<file path="src/rtl/proc_defs.sv">
// Shared processor definitions: opcodes, ALU function codes, instruction field
// layout and the fetch-stage state encoding used by fetch and control.
package proc_defs;

    localparam int DEFAULT_PC_WIDTH = 12;

    localparam logic [4:0] OP_RTYPE = 5'b00000;
    localparam logic [4:0] OP_ADDI  = 5'b00101;
    localparam logic [4:0] OP_SW    = 5'b00111;
    localparam logic [4:0] OP_LW    = 5'b01000;

    typedef enum logic [4:0] {
        FN_ADD = 5'd0,
        FN_SUB = 5'd1,
        FN_AND = 5'd2,
        FN_OR  = 5'd3,
        FN_SLL = 5'd4,
        FN_SRA = 5'd5
    } func_e;

    localparam int OPCODE_LSB = 27;
    localparam int RD_LSB     = 22;
    localparam int RS_LSB     = 17;
    localparam int RT_LSB     = 12;
    localparam int SHAMT_LSB  = 7;
    localparam int FUNC_LSB   = 2;
    localparam int IMM_MSB    = 16;

    typedef enum logic [1:0] {
        FILL = 2'd0,
        RUN  = 2'd1,
        HOLD = 2'd2
    } fetch_state_e;

endpackage

</file>
<file path="src/rtl/fetch_unit_insn_fields.sv">
// Pure combinational instruction slicer: splits a 32-bit word into its register,
// opcode and function fields and sign-extends the 17-bit immediate.
module insn_fields
    import proc_defs::*;
(
    input  logic [31:0] word_i,
    output logic [4:0]  opcode_o,
    output logic [4:0]  rd_o,
    output logic [4:0]  rs_o,
    output logic [4:0]  rt_o,
    output logic [4:0]  shamt_o,
    output logic [4:0]  func_o,
    output logic [31:0] imm_sext_o
);

    assign opcode_o   = word_i[OPCODE_LSB +: 5];
    assign rd_o       = word_i[RD_LSB +: 5];
    assign rs_o       = word_i[RS_LSB +: 5];
    assign rt_o       = word_i[RT_LSB +: 5];
    assign shamt_o    = word_i[SHAMT_LSB +: 5];
    assign func_o     = word_i[FUNC_LSB +: 5];
    assign imm_sext_o = {{15{word_i[IMM_MSB]}}, word_i[IMM_MSB:0]};

    // The two low bits carry no field in this encoding.
    logic [1:0] unusedLo;
    assign unusedLo = word_i[1:0];

endmodule

</file>
<file path="src/rtl/fetch_unit.sv">
// Instruction fetch stage: owns the PC, drives the 1-cycle-latency ROM, registers
// the returned word and handles downstream stall and branch redirect with squash.
module fetch_unit
    import proc_defs::*;
#(
    parameter int                  PC_WIDTH = DEFAULT_PC_WIDTH,
    parameter logic [PC_WIDTH-1:0] RESET_PC = '0
) (
    input  logic                clock,
    input  logic                reset,
    input  logic                stall,
    input  logic                redirect,
    input  logic [PC_WIDTH-1:0] redirect_pc,
    output logic [PC_WIDTH-1:0] imem_addr,
    input  logic [31:0]         imem_q,
    output logic                insn_valid,
    output logic [31:0]         instr,
    output logic [PC_WIDTH-1:0] pc_out,
    output logic [PC_WIDTH-1:0] pc_plus1,
    output logic [4:0]          opcode,
    output logic [4:0]          rd,
    output logic [4:0]          rs,
    output logic [4:0]          rt,
    output logic [4:0]          shamt,
    output logic [4:0]          alu_in,
    output logic [31:0]         imm_sext
);

    logic [PC_WIDTH-1:0] pc_q;
    logic [PC_WIDTH-1:0] pc_d;
    logic [PC_WIDTH-1:0] fa_q;
    logic [PC_WIDTH-1:0] pcout_q;
    logic                fv_q;
    logic [31:0]         instr_q;
    fetch_state_e        state_q;

    always_comb begin
        pc_d = pc_q;
        if (redirect) begin
            pc_d = redirect_pc;
        end else if (!stall) begin
            pc_d = pc_q + 1'b1;
        end
    end

    // While stalled the ROM re-reads the in-flight address, so its word is
    // still on imem_q when the stall releases and no skid buffer is needed.
    assign imem_addr = (stall && !redirect) ? fa_q : pc_q;

    // The decoded-instruction valid bit lives in the state: FILL means empty,
    // RUN and HOLD both mean instr_q holds a real instruction.
    always_ff @(posedge clock or posedge reset) begin
        if (reset) begin
            pc_q    <= RESET_PC;
            fa_q    <= RESET_PC;
            fv_q    <= 1'b0;
            instr_q <= '0;
            pcout_q <= '0;
            state_q <= FILL;
        end else if (redirect) begin
            pc_q    <= pc_d;
            fa_q    <= pc_q;
            fv_q    <= 1'b0;
            state_q <= FILL;
        end else if (!stall) begin
            pc_q    <= pc_d;
            fa_q    <= pc_q;
            fv_q    <= 1'b1;
            instr_q <= imem_q;
            pcout_q <= fa_q;
            state_q <= fv_q ? RUN : FILL;
        end else if (state_q == RUN) begin
            state_q <= HOLD;
        end
    end

    assign insn_valid = (state_q != FILL);
    assign instr      = instr_q;
    assign pc_out     = pcout_q;
    assign pc_plus1   = pcout_q + 1'b1;

    insn_fields u_fields (
        .word_i     (instr_q),
        .opcode_o   (opcode),
        .rd_o       (rd),
        .rs_o       (rs),
        .rt_o       (rt),
        .shamt_o    (shamt),
        .func_o     (alu_in),
        .imm_sext_o (imm_sext)
    );

endmodule

</file>
<file path="config.mk">
export PLATFORM = sky130hd
export DESIGN_NAME = fetch_unit
export DESIGN_NICKNAME = d
export VERILOG_FILES = /design/src/rtl/proc_defs.sv /design/src/rtl/fetch_unit_insn_fields.sv /design/src/rtl/fetch_unit.sv
export SDC_FILE = /design/constraint.sdc
export NUM_CORES = 1
export LEC_CHECK = 0
export BUFFER_PORTS_ARGS = -buffer_cell sky130_fd_sc_hd__clkbuf_2
export CAP_MARGIN = 10
export CORE_MARGIN = 5
export CORE_UTILIZATION = 40
export CTS_BUF_LIST = sky130_fd_sc_hd__clkbuf_2 sky130_fd_sc_hd__clkbuf_4 sky130_fd_sc_hd__clkbuf_8
export CTS_CLUSTER_SIZE = 25
export DETAILED_ROUTE_END_ITERATION = 8
export HOLD_SLACK_MARGIN = 0.02
export PLACE_DENSITY_LB_ADDON = 0.2
export RECOVER_POWER = 25
export SYNTH_ARGS = -nofsm -noshare
export SYNTH_HDL_FRONTEND = slang
export SYNTH_SLANG_ARGS = --single-unit
</file>
<file path="constraint.sdc">
create_clock -name clock -period 3 [get_ports clock]
set_clock_uncertainty 0.15 [all_clocks]
set_input_delay 0.6 -clock clock [delete_from_list [all_inputs] [get_ports clock]]
set_output_delay 0.6 -clock clock [all_outputs]
set_load 0.1 [all_outputs]
</file>
==> results of run 1 <==
[logic make-up (layout without fill, tap and decap cells)]
family	after synthesis	count (layout)	synth area share (%)
simple gates	53	53	9.42
buf+inv	77	203	15.1
flops	71	71	49.9
compound gates	18	18	3.16
xor+xnor	14	14	3.45
mux	58	58	18.2
fa+ha+maj	2	2	0.703
[placed cells by master (no fill, tap or decap), drive strengths merged, types with 3 or more instances in the layout]
cell type | synthesis | routed
clkbuf | 2 | 179
dfrtp | 71 | 71
mux2 | 55 | 55
nand2 | 14 | 14
buf | 70 | 14
xnor2 | 11 | 11
nand3 | 9 | 9
or4 | 6 | 6
o21ai | 6 | 6
nor2 | 5 | 5
nand4 | 5 | 5
inv | 4 | 4
o31ai | 3 | 3
a31oi | 3 | 3
mux2i | 3 | 3
o211ai | 3 | 3
xor2 | 3 | 3
clkinv | 1 | 3
[area by class of cell]
cell class | count | area share, %
flip-flops and latches | 71 | 38.1
well taps | 108 | 2.89
repair buffers | 182 | 23.6
clock inverters | 5 | 1.74
inverters | 5 | 0.401
clock buffers | 11 | 3.10
multi-input cells | 145 | 30.1
[worst reg2reg max path, stage by stage, from the launching register on]
cell and delay, ns:
dfrtp_1 0.48, ha_1 0.27, nand4b_4 0.18, or4_1 0.49, a31oi_1 0.16
[power by group through the flow]
| stage | clock network (mW) | logic (mW) | registers (mW) |
|---|---|---|---|
| 6_report | 0.848 | 2.94 | 1.29 |
| 5_1_grt | 0.927 | 3.02 | 1.31 |
| 4_1_cts | 0.885 | 2.97 | 1.29 |
| 3_5_place_dp | 0 | 2.96 | 1.31 |
| 3_3_place_gp | 0 | 2.96 | 1.30 |
| 2_1_floorplan | 0 | 1.94 | 2.01 |
[layer usage]
metal  up-vias  global-route usage (%)
met2       112                    25.0
met4         0                    6.38
met5         -                       0
met1      1220                    18.0
met3        11                    5.96
li1       1199                       -
[sequential cells by signal (all words and copies together) (netlist names)]
signal   flops
instr       32
fa_q        12
pc_out      12
pc_q        12
state_q      2
fv_q         1
[Yosys cell counts, types with 2 or more instances]
cell and number:
buf_2 6, o31ai_1 3, and2_1 2, or4_1 6, inv_1 4, a31oi_1 3
ha_1 2, nand2_1 14, and4_1 2, nand3_1 8, o211ai_1 3, buf_4 62
nor2_1 4, dfrtp_1 71, nand4_1 4, o21ai_0 6, clkbuf_1 2, xor2_1 3
mux2i_1 3, mux2_2 54, xnor2_1 11, a21oi_1 2
[worst paths after layout]
kind                                 from  depth (start not counted)            end
max in group asynchronous           reset                          3      pc_out[2]
min in group asynchronous           reset                          2       instr[7]
min                        redirect_pc[3]                          3        pc_q[3]
max reg2reg                       pc_q[0]                          4       pc_q[10]
min reg2reg                       fa_q[0]                          2      pc_out[0]
max                                 stall                          5  imem_addr[11]
==> impl_metrics.env, run 1 <==
export IMPL_grt_pass1_vias=2572
export IMPL_post_cts_resized=0
export IMPL_async_flop_share_pct=100
export IMPL_power_internal_mw=2.08
export IMPL_synthesis_instances=293
export IMPL_ys_warn_count=0
export IMPL_required_ns=2.25
export IMPL_drtAntennaViolNets=0
export IMPL_fin_crit_ns=2.81
export IMPL_critPathBufInv=3
export IMPL_clk_latency_ns=0.34
export IMPL_portBuffers=178
export IMPL_worst_pin_slew_ns=1.14
export IMPL_fin_hold_ws_ns=0.313
export IMPL_drv_cap=0
export IMPL_syn_area_sq_mm=0.00356
export IMPL_endpoint_kind="output pin"
export IMPL_p_per_area_mw_per_mm2=1090
export IMPL_status="finished, final reports clean"
export IMPL_arrival_ns=2.06
export IMPL_ys_seq_elements=71
export IMPL_placementRows=34
export IMPL_crit_chain="clkbuf_1, nor2b_1, buf_4, mux2_1, buf_12"
export IMPL_drc=0
export IMPL_relSlewSlack_pct=24.0
export IMPL_peakVddDrop_uv=538
export IMPL_met3WireLength_um=710
export IMPL_vias=2542
export IMPL_crit_slowest_cell="clkbuf_1"
export IMPL_grt_setup_unrepaired="false"
export IMPL_drive_gt1_share_pct=64.4
export IMPL_place_gp_congestion=0.756
export IMPL_antenna_found_initial=0
export IMPL_diodes=0
export IMPL_synth_area_top_cells="dfrtp_1 50%, mux2_2 17%, buf_4 13%, xnor2_1 2.7%, nand2_1 1.5%"
export IMPL_cts_buffers=9
export IMPL_synth_edff_count=0
export IMPL_fillers=749
export IMPL_crit_fanout=14
export IMPL_seq_area_sq_mm=0.00178
export IMPL_cts_clk_slew_worst_paths_ns=0.08
export IMPL_slowest_delay_ns=0.42
export IMPL_clockPowerShare_pct=16.7
export IMPL_start_util_pct=41.0
export IMPL_yosys_most_used_dff="dfrtp_1"
export IMPL_tns_ns=0
export IMPL_finalWorstSetupSlack_ns=0.186
export IMPL_grt_pass1_wl_um=13500
export IMPL_yosys_area_top_type="dfrtp_1"
export IMPL_slew_violations=0
export IMPL_wl_per_cell_um=15.6
export IMPL_report_final_hold_viol_count=0
export IMPL_start_kind="input pin"
export IMPL_die_w_um=104
export IMPL_p_sw_share_pct=59.1
export IMPL_avgSynthCellArea_sq_um=12.1
export IMPL_wl_met1_um=3180
export IMPL_power_frac_comb_pct=58.0
export IMPL_viasPerCell=4.82
export IMPL_fin_cells=527
export IMPL_ioPinCount=179
export IMPL_cts_tree="built"
export IMPL_r2r_slack_ns=1.19
export IMPL_final_net_count=464
export IMPL_dp_cells=511
export IMPL_setup_violations=0
export IMPL_power_total_mw=5.07
export IMPL_path_delay_family="buffers and inverters"
export IMPL_hpwl_um=6440
export IMPL_cts_buffer_depth=2
export IMPL_critPathKind="in -> out"
export IMPL_dpl_worst_slack_ns=0.402
export IMPL_die_y_um=104
export IMPL_cts_sinks=71
export IMPL_core_area_sq_mm=0.00868
export IMPL_synth_nets=343
export IMPL_fin_area_sq_mm=0.00467
export IMPL_hold_path_class="in -> reg"
export IMPL_grt_max_degree=46
export IMPL_routed_wl_met2_um=4190
export IMPL_switchingPower_mw=3.00
export IMPL_area_growth_pct=31.4
export IMPL_drt_iter0_drc=62
export IMPL_grt_overflow=0
export IMPL_synth_seq_area_share_pct=49.9
export IMPL_die_area_sq_mm=0.0109
export IMPL_pwr_share_seq_pct=25.3
export IMPL_synth_top_cell_area_share_pct=49.9
export IMPL_period_share_pct=93.8
export IMPL_dr_pass1_iters=4
export IMPL_routed_wl_um=8210
export IMPL_root_buffer="clkbuf_8"
export IMPL_fmax_mhz=355
export IMPL_utilization_pct=53.9
export IMPL_multi_input_area_sq_mm=0.00141
export IMPL_p_leak_nw=2.30
export IMPL_top_layer_used="met4"
export IMPL_grt_use_total_pct=15.4
export IMPL_yosysUniqueCellTypes=40
export IMPL_post_cts_buffers=0
export IMPL_hold_buffers=0
export IMPL_place_area_sq_mm=0.00447
export IMPL_h_tree_depth=3
Power figures use the tool's default switching activity.
==> inputs of run 2 (changes only) <==
--- a/config.mk
+++ b/config.mk
@@ -5,11 +5,12 @@
 export SDC_FILE = /design/constraint.sdc
 export NUM_CORES = 1
 export LEC_CHECK = 0
-export BUFFER_PORTS_ARGS = -buffer_cell sky130_fd_sc_hd__clkbuf_2
+export BUFFER_PORTS_ARGS = -buffer_cell sky130_fd_sc_hd__buf_2
 export CAP_MARGIN = 10
 export CORE_MARGIN = 5
 export CORE_UTILIZATION = 40
 export CTS_BUF_LIST = sky130_fd_sc_hd__clkbuf_2 sky130_fd_sc_hd__clkbuf_4 sky130_fd_sc_hd__clkbuf_8
+export CTS_CLUSTER_DIAMETER = 100
 export CTS_CLUSTER_SIZE = 25
 export DETAILED_ROUTE_END_ITERATION = 8
 export HOLD_SLACK_MARGIN = 0.02
==> run 2 against run 1 <==
Effect of this change:
- sequential share of layout area is essentially flat
- critical path depth is the same
- register-to-register slack got worse by 0.05 ns
- worst hold slack gained 0.0045 ns
- cell count unchanged
- total power up 0.11%
- combinational power about the same
- non-clock buffer count unchanged
- critical endpoint unchanged
- highest routed layer unchanged
==> impl_metrics.env, run 2 (synthesized netlist as in run 1, its figures left out) <==
export IMPL_cts_tree="built"
export IMPL_final_common_cell="buf_2"
export IMPL_start_kind="input pin"
export IMPL_grt_overflow=0
export IMPL_critPathBufInv=3
export IMPL_post_cts_resized=0
export IMPL_met2_usage_pct=25.1
export IMPL_report_final_hold_viol_count=0
export IMPL_die_y_um=104
export IMPL_vias=2529
export IMPL_root_buffer="clkbuf_8"
export IMPL_die_area_sq_mm=0.0109
export IMPL_drive_gt1_share_pct=64.4
export IMPL_whs_endpoint="pc_q[8]"
export IMPL_relSlewSlack_pct=23.3
export IMPL_critPathLaunch="stall"
export IMPL_place_area_sq_mm=0.00447
export IMPL_cts_buffers=9
export IMPL_start_util_pct=41.0
export IMPL_final_cell_mix="164 x buf_2, 67 x dfrtp_1, 54 x mux2_2"
export IMPL_endpoint_kind="output pin"
export IMPL_required_ns=2.25
export IMPL_crit_chain="clkbuf_1, nor2b_1, buf_4, mux2_1, buf_12"
export IMPL_seq_area_sq_mm=0.00178
export IMPL_hold_path_class="in -> reg"
export IMPL_portBuffers=178
export IMPL_grt_pass1_wl_um=13700
export IMPL_cts_sinks=71
export IMPL_crit_fanout=14
export IMPL_cts_clk_slew_worst_paths_ns=0.08
export IMPL_grt_use_met1_pct=19.1
export IMPL_clk_latency_ns=0.34
export IMPL_grt_busiest_layer="met2"
export IMPL_drtAntennaViolNets=0
export IMPL_worstReg2RegStart="pc_q[0]"
export IMPL_placementRows=34
export IMPL_path_delay_family="buffers and inverters"
export IMPL_status="finished, final reports clean"
export IMPL_diodes=0
export IMPL_final_net_count=464
export IMPL_post_cts_buffers=0
export IMPL_wl_per_cell_um=15.6
export IMPL_ioPinCount=179
export IMPL_power_total_mw=5.08
export IMPL_grtUsageMet3_pct=4.84
export IMPL_hpwl_um=6450
export IMPL_grt_max_degree=46
export IMPL_die_w_um=104
export IMPL_multi_input_area_sq_mm=0.00141
export IMPL_routed_wl_um=8200
export IMPL_fmax_mhz=357
export IMPL_drt_iter0_drc=81
export IMPL_p_leak_nw=2.27
export IMPL_setup_violations=0
export IMPL_fillers=755
export IMPL_fin_crit_ns=2.80
export IMPL_h_tree_depth=3
export IMPL_drv_cap=0
export IMPL_place_gp_congestion=0.765
export IMPL_min_delay_start="redirect_pc[8]"
export IMPL_p_per_area_mw_per_mm2=1090
export IMPL_hold_buffers=0
export IMPL_drc=0
export IMPL_period_share_pct=93.4
export IMPL_r2r_slack_ns=1.14
export IMPL_core_area_sq_mm=0.00868
export IMPL_grt_setup_unrepaired="false"
export IMPL_area_growth_pct=31.2
export IMPL_dp_cells=511
export IMPL_rr_worst_depth=4
export IMPL_slew_violations=0
export IMPL_fin_cells=527
export IMPL_dr_pass1_iters=4
export IMPL_whs_path_depth=3
export IMPL_reg2reg_to="pc_q[10]"
export IMPL_grt_pass1_vias=2581
export IMPL_slowest_delay_ns=0.42
export IMPL_cts_buffer_depth=2
export IMPL_fin_area_sq_mm=0.00467
export IMPL_worst_pin_slew_ns=1.15
export IMPL_largest_reg_flops=32
export IMPL_crit_slowest_cell="clkbuf_1"
export IMPL_arrival_ns=2.05
export IMPL_viasPerCell=4.80
export IMPL_peakVddDrop_uv=503
export IMPL_grt_use_total_pct=15.4
export IMPL_critPathKind="in -> out"
export IMPL_antenna_found_initial=0
[run 2: through the flow]
step | worst slack, ns | utilization [%] | setup TNS, ns | hold WS [ns]
after floorplan | -0.234 | - | -0.372 | 0.294
after global placement | 0.455 | 51.5 | 0 | 0.313
after detailed placement | 0.413 | 51.5 | 0 | 0.343
after CTS | 0.218 | 54.1 | 0 | 0.213
after global routing | 0.0783 | 53.8 | 0 | 0.316
final | 0.197 | 53.8 | 0 | 0.317
[run 2: layer usage]
metal | share of wire, % | vias to the layer above | wire (um)
met2 | 50 | 104 | 4070
met3 | 8.0 | 10 | 653
li1 | - | 1200 | -
met5 | 0 | - | 0
met4 | 1.5 | 0 | 125
met1 | 41 | 1215 | 3350
[run 2: power breakdown]
group / internal (mW) / leakage [nW] / switching, mW
Sequential: 1.10 / 0.838 / 0.171
Combinational: 0.485 / 1.32 / 2.47
Clock: 0.489 / 0.114 / 0.365
Total: 2.07 / 2.27 / 3.01
[run 2: cell type report]
cell class,count,area share [%]
clock inverter,5,1.77
timing repair buffer,182,23.7
clock buffer,11,2.97
inverter,5,0.402
sequential,71,38.2
tap,108,2.89
multi-input combinational,145,30.1
[run 2: worst max path at each step]
stage	end	slack, ns	cells past startpoint
after floorplan	pc_plus1[8]	-0.23	3
after global placement	imem_addr[11]	0.46	5
after detailed placement	imem_addr[11]	0.41	5
after CTS	pc_plus1[11]	0.22	4
after global routing	imem_addr[11]	0.08	5
final	imem_addr[11]	0.20	5
[run 2: tightest hold or removal path, delay by kind of cell]
kind	cells	cell delay [ns]
buf+inv	1	0.08
simple gates	2	0.10
==> inputs of run 3 (changes only) <==
--- a/config.mk
+++ b/config.mk
@@ -15,7 +15,7 @@
 export DETAILED_ROUTE_END_ITERATION = 8
 export HOLD_SLACK_MARGIN = 0.02
 export PLACE_DENSITY_LB_ADDON = 0.2
-export RECOVER_POWER = 25
+export RECOVER_POWER = 100
 export SYNTH_ARGS = -nofsm -noshare
 export SYNTH_HDL_FRONTEND = slang
 export SYNTH_SLANG_ARGS = --single-unit
==> run 3 against run 2 <==
Effect of this change:
- worst hold slack is essentially flat
- utilization shrank 2.7 points
- critical path depth is the same
- cell area shrank 5.1%
- non-clock buffer count is the same
- largest power group unchanged
==> impl_metrics.env, run 3 (synthesized netlist as in run 1, its figures left out) <==
export IMPL_slew_violations=0
export IMPL_p_per_area_mw_per_mm2=1120
export IMPL_ioPinCount=179
export IMPL_peakVddDrop_uv=474
export IMPL_p_leak_nw=1.98
export IMPL_post_cts_buffers=0
export IMPL_r2r_slack_ns=1.15
export IMPL_viasPerCell=4.82
export IMPL_grt_overflow=0
export IMPL_required_ns=2.25
export IMPL_critPathKind="in -> out"
export IMPL_die_w_um=104
export IMPL_whs_endpoint="pc_q[8]"
export IMPL_largest_reg_flops=32
export IMPL_arrival_ns=2.06
export IMPL_utilization_pct=51.1
export IMPL_relSlewSlack_pct=15.1
export IMPL_finalWorstSetupSlack_ns=0.195
export IMPL_diodes=0
export IMPL_die_y_um=104
export IMPL_hold_path_class="in -> reg"
export IMPL_rr_worst_depth=4
export IMPL_hold_buffers=0
export IMPL_start_kind="input pin"
export IMPL_worstReg2RegStart="pc_q[0]"
export IMPL_final_cell_mix="94 x clkbuf_1, 67 x dfrtp_1, 49 x mux2_2"
export IMPL_path_delay_family="buffers and inverters"
export IMPL_drv_cap=0
export IMPL_critPathBufInv=3
export IMPL_drtAntennaViolNets=0
export IMPL_routed_wl_um=8350
export IMPL_cts_tree="built"
export IMPL_dp_cells=511
export IMPL_status="finished, final reports clean"
export IMPL_endpoint_kind="output pin"
export IMPL_fillers=832
export IMPL_report_final_hold_viol_count=0
export IMPL_start_util_pct=41.0
export IMPL_area_growth_pct=24.5
export IMPL_reg2reg_to="pc_q[10]"
export IMPL_drt_iter0_drc=70
export IMPL_grt_pass1_wl_um=13700
export IMPL_period_share_pct=93.5
export IMPL_fin_crit_ns=2.81
export IMPL_whs_path_depth=3
export IMPL_drive_gt1_share_pct=41.5
export IMPL_dpl_worst_slack_ns=0.413
export IMPL_cts_clk_slew_worst_paths_ns=0.08
export IMPL_root_buffer="clkbuf_8"
export IMPL_cts_buffers=9
export IMPL_portBuffers=178
export IMPL_fmax_mhz=356
export IMPL_hpwl_um=6450
export IMPL_final_common_cell="clkbuf_1"
export IMPL_crit_slowest_cell="clkbuf_1"
export IMPL_crit_chain="clkbuf_1, nor2b_1, buf_4, mux2_1, buf_6"
export IMPL_tns_ns=0
export IMPL_post_cts_resized=0
export IMPL_h_tree_depth=3
export IMPL_drc=0
export IMPL_wl_per_cell_um=15.8
export IMPL_place_gp_congestion=0.765
export IMPL_grt_use_total_pct=15.4
export IMPL_core_area_sq_mm=0.00868
export IMPL_fin_cells=527
export IMPL_cts_sinks=71
export IMPL_dr_pass1_iters=4
export IMPL_placementRows=34
export IMPL_clk_latency_ns=0.34
export IMPL_vias=2540
export IMPL_die_area_sq_mm=0.0109
export IMPL_grt_setup_unrepaired="false"
export IMPL_grt_pass1_vias=2581
export IMPL_final_net_count=464
export IMPL_setup_violations=0
export IMPL_crit_fanout=14
export IMPL_slowest_delay_ns=0.42
export IMPL_antenna_found_initial=0
export IMPL_grt_max_degree=46
export IMPL_worst_pin_slew_ns=1.28
export IMPL_min_delay_start="redirect_pc[8]"
export IMPL_cts_buffer_depth=2
## run 3: layout make-up
type	instances	area [sq um]	area share (%)
clock buffers	11	139	3.13
repair buffers	182	867	19.6
clock inverters	5	82.6	1.86
multi-input cells	145	1410	31.8
inverters	5	18.8	0.423
well taps	108	135	3.05
flip-flops and latches	71	1780	40.2
## run 3: worst max path at each step
stage | start | endpoint | slack, ns | depth (start not counted)
floorplan | pc_out[1] | pc_plus1[8] | -0.23 | 3
global placement | stall | imem_addr[11] | 0.46 | 5
detailed placement | stall | imem_addr[11] | 0.41 | 5
CTS | pc_out[3] | pc_plus1[11] | 0.22 | 4
global route | stall | imem_addr[9] | 0.08 | 5
finish | stall | imem_addr[3] | 0.19 | 5
## run 3: power breakdown
group | internal (mW) | switching, mW | leakage (nW) | total, mW
clock network | 0.489 | 0.364 | 0.114 | 0.852
registers | 1.10 | 0.179 | 0.838 | 1.28
logic | 0.375 | 2.47 | 1.02 | 2.84
total | 1.96 | 3.01 | 1.98 | 4.97
## run 3: stage by stage
stage	hold slack [ns]	area, sq um	total power, mW
global route	0.316	4430	5.15
detailed placement	0.343	4470	4.27
finish	0.318	4430	4.97
floorplan	0.294	3720	3.94
global placement	0.313	4470	4.26
CTS	0.213	4690	5.13
## run 3: layer usage
| layer | part of all wire [%] | up-vias | routed length, um | track usage (%) |
|---|---|---|---|---|
| li1 | - | 1200 | - | - |
| met2 | 49 | 102 | 4050 | 25.1 |
| met5 | 0 | - | 0 | 0 |
| met4 | 1.5 | 0 | 125 | 5.83 |
| met3 | 7.8 | 11 | 650 | 4.84 |
| met1 | 42 | 1227 | 3520 | 19.1 |
## run 3: tightest hold or removal path: cells and delay by family
kind | cells | cell delay (ns)
buffers and inverters | 1 | 0.08
and+or+nand+nor | 2 | 0.10
